==> config.mk <==
export PLATFORM = sky130hd
export DESIGN_NAME = gcd_arbiter
export DESIGN_NICKNAME = d
export VERILOG_FILES = /design/src/rtl/gcd_arbiter.sv
export SDC_FILE = /design/constraint.sdc
export NUM_CORES = 1
export LEC_CHECK = 0
export ABC_AREA = 0
export CAP_MARGIN = 10
export CORE_MARGIN = 2
export CORE_UTILIZATION = 30
export DETAILED_ROUTE_END_ITERATION = 10
export SLEW_MARGIN = 20
export SYNTH_ARGS = -nofsm -noshare
export SYNTH_HDL_FRONTEND = slang
export SYNTH_SLANG_ARGS = --single-unit
==> constraint.sdc <==
create_clock -name clk -period 3.3 [get_ports clk]
set_input_delay 0.495 -clock clk [delete_from_list [all_inputs] [get_ports clk]]
set_output_delay 0.495 -clock clk [all_outputs]
set_load 0.02 [all_outputs]
==> src/rtl/gcd_arbiter.sv <==
// Round-robin front end that shares one subtractive GCD engine among N requesters.
// Zero operands are answered without the engine; a watchdog aborts a stuck engine.
module gcd_arbiter #(
    parameter int N       = 4,
    parameter int W       = 32,
    parameter int TIMEOUT = 1024
) (
    input  logic             clk,
    input  logic             reset_n,
    input  logic [N-1:0]     req,
    input  logic [N*W-1:0]   a_in,
    input  logic [N*W-1:0]   b_in,
    output logic [N-1:0]     ack,
    output logic [N-1:0]     rsp_valid,
    output logic [W-1:0]     rsp_result,
    output logic             rsp_error,
    output logic             busy,
    output logic             eng_start,
    output logic [W-1:0]     eng_a,
    output logic [W-1:0]     eng_b,
    input  logic             eng_done,
    input  logic [W-1:0]     eng_result,
    output logic             eng_clear_n
);

    localparam int IW  = $clog2(N);
    localparam int WDW = $clog2(TIMEOUT);
    localparam logic [IW-1:0]  RR_INIT = IW'(N - 1);
    localparam logic [WDW-1:0] WD_LAST = WDW'(TIMEOUT - 1);
    localparam logic [N-1:0]   ONE     = N'(1);

    typedef enum logic [2:0] {IDLE, LAUNCH, WAIT, ABORT, RESP} state_t;

    state_t          state;
    logic [IW-1:0]   rr;
    logic [IW-1:0]   gnt;
    logic [WDW-1:0]  wd;

    logic [W-1:0]    a_arr [N];
    logic [W-1:0]    b_arr [N];
    logic            found;
    logic [IW-1:0]   pick;
    logic [IW-1:0]   cand;

    always_comb begin
        for (int i = 0; i < N; i++) begin
            a_arr[i] = a_in[i*W +: W];
            b_arr[i] = b_in[i*W +: W];
        end
    end

    // Search upward from the slot after the last grant, wrapping at N.
    always_comb begin
        found = 1'b0;
        pick  = '0;
        cand  = '0;
        for (int k = 1; k <= N; k++) begin
            cand = IW'((int'(rr) + k) % N);
            if (!found && req[cand]) begin
                found = 1'b1;
                pick  = cand;
            end
        end
    end

    always_ff @(posedge clk or negedge reset_n) begin
        if (!reset_n) begin
            state       <= IDLE;
            rr          <= RR_INIT;
            gnt         <= '0;
            wd          <= '0;
            ack         <= '0;
            rsp_valid   <= '0;
            rsp_result  <= '0;
            rsp_error   <= 1'b0;
            busy        <= 1'b0;
            eng_start   <= 1'b0;
            eng_a       <= '0;
            eng_b       <= '0;
            eng_clear_n <= 1'b1;
        end else begin
            ack         <= '0;
            rsp_valid   <= '0;
            eng_start   <= 1'b0;
            eng_clear_n <= 1'b1;
            case (state)
                IDLE: begin
                    if (found) begin
                        gnt       <= pick;
                        rr        <= pick;
                        ack       <= ONE << pick;
                        eng_a     <= a_arr[pick];
                        eng_b     <= b_arr[pick];
                        eng_start <= (a_arr[pick] != '0) && (b_arr[pick] != '0);
                        busy      <= 1'b1;
                        state     <= LAUNCH;
                    end
                end
                LAUNCH: begin
                    // A zero operand would never converge in the engine, so answer here.
                    if (eng_a == '0 || eng_b == '0) begin
                        rsp_result <= (eng_a == '0) ? eng_b : eng_a;
                        rsp_error  <= (eng_a == '0) && (eng_b == '0);
                        rsp_valid  <= ONE << gnt;
                        state      <= RESP;
                    end else begin
                        wd    <= '0;
                        state <= WAIT;
                    end
                end
                WAIT: begin
                    if (eng_done) begin
                        rsp_result <= eng_result;
                        rsp_error  <= 1'b0;
                        rsp_valid  <= ONE << gnt;
                        state      <= RESP;
                    end else if (wd == WD_LAST) begin
                        eng_clear_n <= 1'b0;
                        state       <= ABORT;
                    end else begin
                        wd <= wd + 1'b1;
                    end
                end
                ABORT: begin
                    rsp_result <= '0;
                    rsp_error  <= 1'b1;
                    rsp_valid  <= ONE << gnt;
                    state      <= RESP;
                end
                RESP: begin
                    busy  <= 1'b0;
                    state <= IDLE;
                end
                default: begin
                    busy  <= 1'b0;
                    state <= IDLE;
                end
            endcase
        end
    end

endmodule

Word level (Yosys, flattened, before mapping) --
Cells that the tools add are included.
Storage, ports and cells: register bits 125, bits in latches 0, bits in writable memories 0, ROM bits 0, input port bits 295, output and inout bits 108, word-level logic and storage cells 110, memories kept 0
Cells by class: add/subtract/negate cells 5, $mul 0, div/mod/pow operators 0, magnitude comparators 5, equality and inequality tests 11, shifts and indexed selects 2, multiplexer cells 50, bitwise operators 2, reduce and logical (&&, ||, !) cells 22
Operators with widths (number):
- $mux 32 | 7
- $bmux 32 s2 | 2
- $pmux 32 s3 | 1
- $logic_not 32->1 | 2
- $reduce_bool 32->1 | 2
- $mux 10 | 3
- $pmux 10 s2 | 1
- $mux 1 | 16
- $mux 4 | 4
- $lt 2x3->1 const B | 4
- $mux 3 | 4
- $ne 2x2->1 const B | 6
- $pmux 3 s4 | 1
- $pmux 4 s3 | 1
- $add 10x1->10 const B | 1
- $eq 10x10->1 const B | 1
- $bmux 1 s2 | 4
- $mux 2 | 4
- $shl 1x2->4 const A | 2
- $eq 3x2->1 const B | 2
- $reduce_and 2->1 | 3
- $logic_and 1x1->1 | 5
- $add 2x1->2 const B | 2
- $add 2x2->2 const B | 2
- other kinds (15) | 17

Depth between registers and ports, before layout --
Gate-level depths: netlist of run 1.
depth in word-level cells 21, mapped depth 11, depth with buffers taken out 8

Worst setup path before layout of run 1 --
Ideal clock, no wire load.
path type register to register, from register rr[1], to register eng_start, library setup time 0.145 ns, data arrival time 2.417 ns, data required time 3.155 ns, path slack 0.738 ns, cell stages (with the launch flop) 9, buffers on the path 1, clock period less this slack 2.562 ns, path through dfstp_2 nand2_1 a31oi_1 and2_1 buf_6 mux4_2 or4_1 nor2_1 a311oi_1
On the way: cells in the longest elaborated chain, start to end 21
Ends and longest elaborated chain:
- start, declared | RTL line 35 | logic [IW-1:0] rr;
- start signal, assigned | RTL line 90 | rr <= pick;
- $add 2x1->2 | RTL line 58 | cand = IW'((int'(rr) + k) % N);
- $bmux 1 s2 | RTL line 59 | if (!found && req[cand]) begin
- $mux 1 (implied by the code) | RTL line 59
- $mux 1 | RTL line 59
- $logic_not 1->1 | RTL line 59
- $logic_and 1x1->1 | RTL line 59
- $mux 1 | RTL line 59
- $logic_not 1->1 | RTL line 59
- [4 not listed]
- $mux 2 | RTL line 59
- $not 2->3 (implied by the code) | RTL line 94 | eng_start <= (a_arr[pick] != '0) && (b_arr[pick] != '0);
- $bmux 32 s2 | RTL line 94
- $mux 32 (implied by the code) (2 in a row) | RTL line 94
- $reduce_bool 32->1 | RTL line 94
- $logic_and 1x1->1 | RTL line 94
- $mux 1 * | RTL line 88 | if (found) begin
- $mux 1 * | RTL line 86 | case (state)
- end signal, assigned | RTL line 94
- end, declared | RTL line 18 | output logic eng_start,
Mark *: on every way between the ends. The rest lies on a longest branch, timed or not. The select of a mux whose other input is x is not followed. A chain may end at the register's enable or synchronous reset.

Worst setup path after layout of run 1 --
from input port req[3], to register eng_start
On the way: cells in the longest elaborated chain, start to end 20
Ends and longest elaborated chain:
- start, declared | RTL line 10 | input logic [N-1:0] req,
- $bmux 1 s2 | RTL line 59
- $mux 1 (implied by the code) | RTL line 59
- $mux 1 | RTL line 59
- $logic_not 1->1 | RTL line 59
- $logic_and 1x1->1 | RTL line 59
- $mux 1 | RTL line 59
- $logic_not 1->1 | RTL line 59
- $logic_and 1x1->1 | RTL line 59
- [3 not listed]
- $mux 2 | RTL line 59
- $not 2->3 (implied by the code) | RTL line 94
- $bmux 32 s2 | RTL line 94
- $mux 32 (implied by the code) (2 in a row) | RTL line 94
- $reduce_bool 32->1 | RTL line 94
- $logic_and 1x1->1 | RTL line 94
- $mux 1 * | RTL line 88
- $mux 1 * | RTL line 86
Marked as above.

==> results.md, run 1 <==
* Synth Register Bits at 125
* Worst path cell trace: clkdlybuf4s50_1 > and2b_1 > o21ai_2 > and2_4 > mux4_2 > or4_1 > nor2_1 > a311oi_1
* Async S/R FF share, synth at 1.00
* Crit path arrival time at 3.15 ns
* Io pins at 403
* Vias in the first global route at 9461
* Final net count at 1719
* WHS at 0.0103 ns
* DRT iter0 DRCs at 796
* Library cells used by synthesis at 50
* Die X at 166 µm
* Max FO, Critical Path at 9
* DP Area at 12400 µm²
* Final number of setup-violating endpoints at 0
* Max stage delay on crit path at 0.57 ns
* F_max at 0.348 GHz
* Post-route insts no fill at 1773
* Worst Setup SP: req[3]
* Leak Pwr at 5.51 nW
* First-pass GRT wire length at 59.5 mm
* First-pass DRT Iterations at 5
* Commonest register cell after synthesis: dfrtp_1
* GRT Residual Overflow at 0
* Area grow syn2layout at 65.2%
* Synthesized netlist cell count at 1038
* Wire per inst at 22.5 µm
* Met2 wire len at 19.3 mm
* Initial core utilization at 0.304
* Via/cell ratio at 5.30
* Share of cells above drive strength 1 at 0.0676
* Post-synthesis net count at 1334
* Cell count after placement at 1739
* Synth top area share at 0.388
* Die ar. at 27500 µm²
* FP Rows at 59
* Critical path class: primary input to flop
* Reg clk slew, reported paths at 0.05 ns
* Ys Warns at 0
* Final core utilization at 0.501
* Maximum VDD drop at 0.466 mV
* Met3 WL at 2.56 mm
* CTS Buf Count at 17
* Worst Tran Pin Value at 0.778 ns
* ANT nets after route at 0
* Post-CTS sizing at 0
* Worst hold path type: primary input to async pin
* CP bufs+invs at 1
* Initial antenna violation count at 4
* Fraction of the yosys area taken by sequential cells at 0.398
* Power Dens Cells at 933 nW/µm²
* Fin. Hold Viols at 0
* CP Data Required Time at 3.58 ns
* Routed vias at 9396
* CTS tree: done
* Clk_lat worst skew at 0.42 ns
* Synth Cell Area at 7870 µm²
* RR Startpoint: rr[1]
* Core ar. at 25900 µm²
* Largest net degree at the start of global routing at 117
* Register-to-register setup slack at 0.47 ns
* Element type at the critical path end: flop
* Setup TNS at 0 ns
* Tmin final at 2.87 ns
* Critical Path Source Type: primary input
* Post-synth EDFFs at 0
* Die Y-Extent at 166 µm
* Critical Path Slowest Stage Cell: or4_1
* Ranking of synthesized cells by area: dfrtp_1 39%, nand2_1 9.1%, nor2_1 9.1%
* Max-Slew Margin vs Limit at 0.477
* Top routing layer in use: met4
* Largest delay share family, worst path: simple AND/OR/NAND/NOR gates
* Leading area contributor after synthesis: dfrtp_1
* Total Routing Usage GR at 0.286
* Post-CTS Setup Repair Bufs at 0
* Max-cap violations at 0
* PortBufs at 402
* Worst Skew at 0.00745 ns
* RSZ-0062 raised after global routing: no
* Avg Inst Size Synth at 7.58 µm²
* Root Driver: clkbuf_16
* Hpwl dp at 33.0 mm
* Clock buffer depth at 2
* Post-Route WL at 39.9 mm
* Final worst-path cycle share at 0.870
* Design Area, Final at 13000 µm²
* Status: finished clean
* Clk sinks at 125
* DRT met1 WL at 16.6 mm
* Gpl congestion at 0.977
* # fillers at 2569
* Slew Viols, Final at 0
* H-tree levels at 4
* Remaining routing DRC violations at 0
* CTS Hold Buffers Added at 0
[per-stage QoR]
stage	total power, mW	setup slack (ns)
finish	12.1	0.428
global route	12.9	0.210
CTS	12.1	0.448
detailed placement	10.3	0.0232
global placement	10.2	0.0477
floorplan	6.77	0.738
[power by group]
group          leakage, nW  total (mW)  internal (mW)  switching (mW)
combinational         3.71        7.19           3.04            4.15
sequential            1.51        3.09           2.27           0.814
clock                0.285        1.84           1.18           0.660
total                 5.51        12.1           6.49            5.62
[cells by family (layout without fill, tap and decap cells)]
family	after synthesis	after routing	synth area share
multiplexers	25	25	0.0484
flip-flops	125	125	0.398
buffers and inverters	85	481	0.0466
AND/OR/NAND/NOR	547	547	0.306
AO/OA/AOI/OAI	255	255	0.199
other	0	4	0
adder cells (fa/ha/maj)	1	1	0.00159
[final timing paths]
kind | endpoint | depth (start not counted)
min reg2reg | rsp_valid[1] | 1
min | rsp_result[12] | 1
max | eng_start | 8
min in group clk | rsp_valid[1] | 1
max in group asynchronous | ack[0] | 2
max reg2reg | eng_start | 7
[cells in the mapped netlist, types with 3 or more instances]
cell,count
a21o_1,32
a21boi_0,5
nand2b_1,11
mux2_2,4
o31ai_1,7
mux2i_1,11
nor2_1,190
or4_1,4
dfrtp_1,122
nand2_1,191
nor4_1,63
a31oi_1,4
buf_2,17
a22oi_1,32
o211a_1,5
inv_1,8
a21oi_1,38
dfstp_2,3
nand3_1,55
buf_6,3
and3_1,11
nand4_1,11
o21ai_0,21
buf_1,4
a211oi_1,6
mux4_2,10
clkbuf_1,52
o21ai_1,88
nor3_1,4
[layout make-up]
| type | count | area [µm²] | share of cell area |
|---|---|---|---|
| antenna | 4 | 10.0 | 0.000770 |
| timing repair buffer | 443 | 4410 | 0.339 |
| clock inverter | 7 | 87.6 | 0.00674 |
| sequential | 125 | 3130 | 0.241 |
| tap | 335 | 419 | 0.0323 |
| inverter | 8 | 30.0 | 0.00231 |
| clock buffer | 23 | 488 | 0.0376 |
| multi-input combinational | 828 | 4420 | 0.340 |
[worst register-to-register path, cell delays in order (launching register included)]
cell and delay (ns):
dfstp_2 0.63, nand2_1 0.09, a31oi_2 0.23, and2_4 0.30, mux4_2 0.53, or4_1 0.57
nor2_1 0.22, a311oi_1 0.13
[cells in the final DEF (no fill, tap or decap), types with 3 or more instances in the layout]
master / Yosys / final
clkdlybuf4s50_1: 0 / 401
nand2_1: 191 / 190
nor2_1: 190 / 188
dfrtp_1: 122 / 122
o21ai_1: 88 / 88
nor4_1: 63 / 62
nand3_1: 55 / 55
a21oi_1: 38 / 37
buf_4: 1 / 35
a21o_1: 32 / 32
a22oi_1: 32 / 32
o21ai_0: 21 / 21
clkbuf_16: 0 / 17
nand4_1: 11 / 11
and3_1: 11 / 11
nand2b_1: 11 / 11
mux2i_1: 11 / 11
mux4_2: 10 / 10
inv_1: 8 / 8
o31ai_1: 7 / 7
a211oi_1: 6 / 6
buf_12: 0 / 6
o211a_1: 5 / 5
a21boi_0: 5 / 5
diode_2: 0 / 4
nor3_1: 4 / 4
mux2_2: 4 / 4
clkbuf_8: 0 / 4
clkinv_2: 0 / 4
or4_1: 4 / 3
a31oi_1: 4 / 3
dfstp_2: 3 / 3
[registers in the layout, summed over array words and instances, names as in the netlist]
register     flops
eng_a           32
eng_b           32
rsp_result      32
wd              10
ack              4
rsp_valid        4
state            3
gnt              2
rr               2
busy             1
eng_clear_n      1
eng_start        1
rsp_error        1
[per-layer routing]
| layer | global-route usage | vias to the layer above |
|---|---|---|
| met3 | 0.0615 | 69 |
| met4 | 0.112 | 0 |
| met2 | 0.478 | 403 |
| li1 | - | 4456 |
| met5 | 0 | - |
| met1 | 0.361 | 4468 |
No activity file was read; power rests on OpenSTA's default activity.
==> inputs of run 2 (changes only) <==
Settings changed: CORE_AREA set to 2 2 155 157, CORE_MARGIN 2 to unset, CORE_UTILIZATION 30 to unset, DIE_AREA set to 0 0 157 159, PLACE_DENSITY set to 0.7.
==> run 2 against run 1 <==
Effect of this change:
- core utilization increased by 5.9 points
- power increased by 0.93%
- via count increased by 0.65%
- global-route usage increased by 1.5 points
- flip-flop and latch count unchanged
- cell area about the same
- critical path depth increased by 2
- first-iteration DRC count decreased by 14%
- largest cell class unchanged
==> results.md, run 2 (synthesis gave the netlist of run 1 again) <==
* Clk_lat worst skew at 0.42 ns (about the same)
* Busiest layer in global routing: met2
* Post-placement setup slack at 0.0180 ns (-0.00518 ns)
* Post-CTS sizing at 0 (unchanged)
* PortBufs at 402 (unchanged)
* Power Dens Cells at 942 nW/µm² (+0.94%)
* Critical Path Source Type: primary input
* Vias in the first global route at 9279 (-1.9%)
* Leak Pwr at 5.51 nW (+0.12%)
* RSZ-0062 raised after global routing: no
* Initial core utilization at 0.339 (+0.0356)
* Die ar. at 25000 µm² (-9.3%)
* Wire per inst at 21.7 µm (-3.3%)
* Slew Viols, Final at 0 (unchanged)
* CP Data Required Time at 3.58 ns (about the same)
* Largest net degree at the start of global routing at 75 (-36%)
* Final worst-path cycle share at 0.870 (about the same)
* Io pins at 403 (unchanged)
* Routed vias at 9457 (+0.65%)
* Multi-input gate area at 4410 µm² (-0.14%)
* Max-cap violations at 0 (unchanged)
* Worst hold path type: primary input to async pin
* Maximum VDD drop at 0.472 mV (+1.2%)
* Hpwl dp at 31.3 mm (-5.3%)
* Clk sinks at 125 (unchanged)
* CTS Buf Count at 17 (unchanged)
* Tmin final at 2.87 ns (-0.00228 ns)
* Post-CTS Setup Repair Bufs at 0 (unchanged)
* Fin. Hold Viols at 0 (unchanged)
* H-tree levels at 4 (unchanged)
* F_max at 0.348 GHz (about the same)
* ANT nets after route at 0 (unchanged)
* Worst Tran Pin Value at 0.799 ns (+0.0210 ns)
* Status: finished clean
* Root Driver: clkbuf_16
* First-pass DRT Iterations at 6 (+1)
* Area grow syn2layout at 65.2% (about the same)
* Crit path arrival time at 3.15 ns (about the same)
* Core ar. at 23200 µm² (-10%)
* Remaining routing DRC violations at 0 (unchanged)
* Die Y-Extent at 159 µm (-4.2%)
* Gpl congestion at 0.954 (-2.4%)
* Most frequent cells in the layout: 401 x clkdlybuf4s50_1, 190 x nand2_1, 188 x nor2_1
* Max FO, Critical Path at 74 (+65)
* CTS tree: done
* Most common cell after layout, fill and taps aside: clkdlybuf4s50_1
* Via/cell ratio at 5.41 (+2.0%)
* Largest regs: eng_a x32, eng_b x32, rsp_result x32
* Die X at 157 µm (-5.4%)
* GRT Residual Overflow at 0 (unchanged)
* First-pass GRT wire length at 56.3 mm (-5.4%)
* Initial antenna violation count at 2 (-2)
* Worst Skew at 0.00608 ns (-0.00137 ns)
* Total Routing Usage GR at 0.301 (+0.0154)
* Final net count at 1712 (-0.41%)
* Grt met1 use at 0.400 (+0.0390)
* FP Rows at 56 (-5.1%)
* Final Worst Setup Slack at 0.430 ns (+0.00228 ns)
* Final number of setup-violating endpoints at 0 (unchanged)
* Max-Slew Margin vs Limit at 0.467 (-0.00922)
* Post-Route WL at 38.0 mm (-4.6%)
* Routing usage on met2 at 0.492 (+0.0141)
* Clock buffer depth at 2 (unchanged)
* Setup TNS at 0 ns (unchanged)
* DRT iter0 DRCs at 682 (-14%)
* Critical path class: primary input to flop
* # fillers at 2154 (-16%)
* Share of cells above drive strength 1 at 0.0623 (-0.00536)
* Grt met3 use at 0.0569 (-0.00460)
* CTS Hold Buffers Added at 0 (unchanged)
* Reg clk slew, reported paths at 0.06 ns (about the same)
* FF+latch area at 3130 µm² (unchanged)
* Element type at the critical path end: flop
[run 2: changes by cell type in the layout (fill, tap and decap cells not counted), moves of 2 or more]
| cell | before | now |
|---|---|---|
| clkinv_2 | 4 | 1 |
| bufinv_16 | 2 | 5 |
| clkbuf_1 | 2 | 4 |
| buf_4 | 35 | 29 |
| diode_2 | 4 | 1 |
[run 2: path summary, 6_finish.rpt]
path                       cells after the start  slack [ns]  startpoint             to
max                                           10        0.43      req[3]      eng_start
min                                            1        0.12     reset_n  rsp_result[2]
max reg2reg                                    9        0.44       rr[1]      eng_start
min reg2reg                                    1        0.51      gnt[1]   rsp_valid[0]
max in group asynchronous                      2        2.32     reset_n          rr[0]
min in group clk                               1        0.51      gnt[1]   rsp_valid[0]
[run 2: final cells by class]
type                       instances  share of cell area
clock inverter                     6              0.0119
tap                              319              0.0307
antenna                            1            0.000193
inverter                           8             0.00231
timing repair buffer             436               0.335
clock buffer                      26              0.0392
sequential                       125               0.241
multi-input combinational        828               0.340
[run 2: power by group]
group | total (mW) | switching, mW | internal (mW)
registers | 3.19 | 0.920 | 2.27
clock network | 2.11 | 0.664 | 1.44
logic | 6.93 | 3.97 | 2.96
[run 2: per-layer routing]
layer	vias to the layer above	wire length, µm
met4	2	1230
li1	4446	-
met1	4447	15700
met5	-	13
met2	500	18100
met3	62	3000
[run 2: critical path, cell delays in order]
cell and delay (ns):
clkdlybuf4s50_1 0.53, and2b_1 0.21, o21ai_2 0.15, and2_4 0.27, buf_4 0.27, buf_12 0.31
nand3_1 0.14, a2111o_1 0.40, a211oi_1 0.26, a311oi_1 0.08
[run 2: through the flow]
step	utilization	instance area (µm²)	instances	hold slack (ns)	power, mW
global route	0.560	13000	1749	0.173	12.9
CTS	0.560	13000	1748	0.139	12.2
global placement	0.531	12300	1716	0.479	10.0
detailed placement	0.531	12300	1716	0.499	10.1
floorplan	-	7870	1038	0.199	6.77
finish	0.560	13000	1749	0.116	12.2
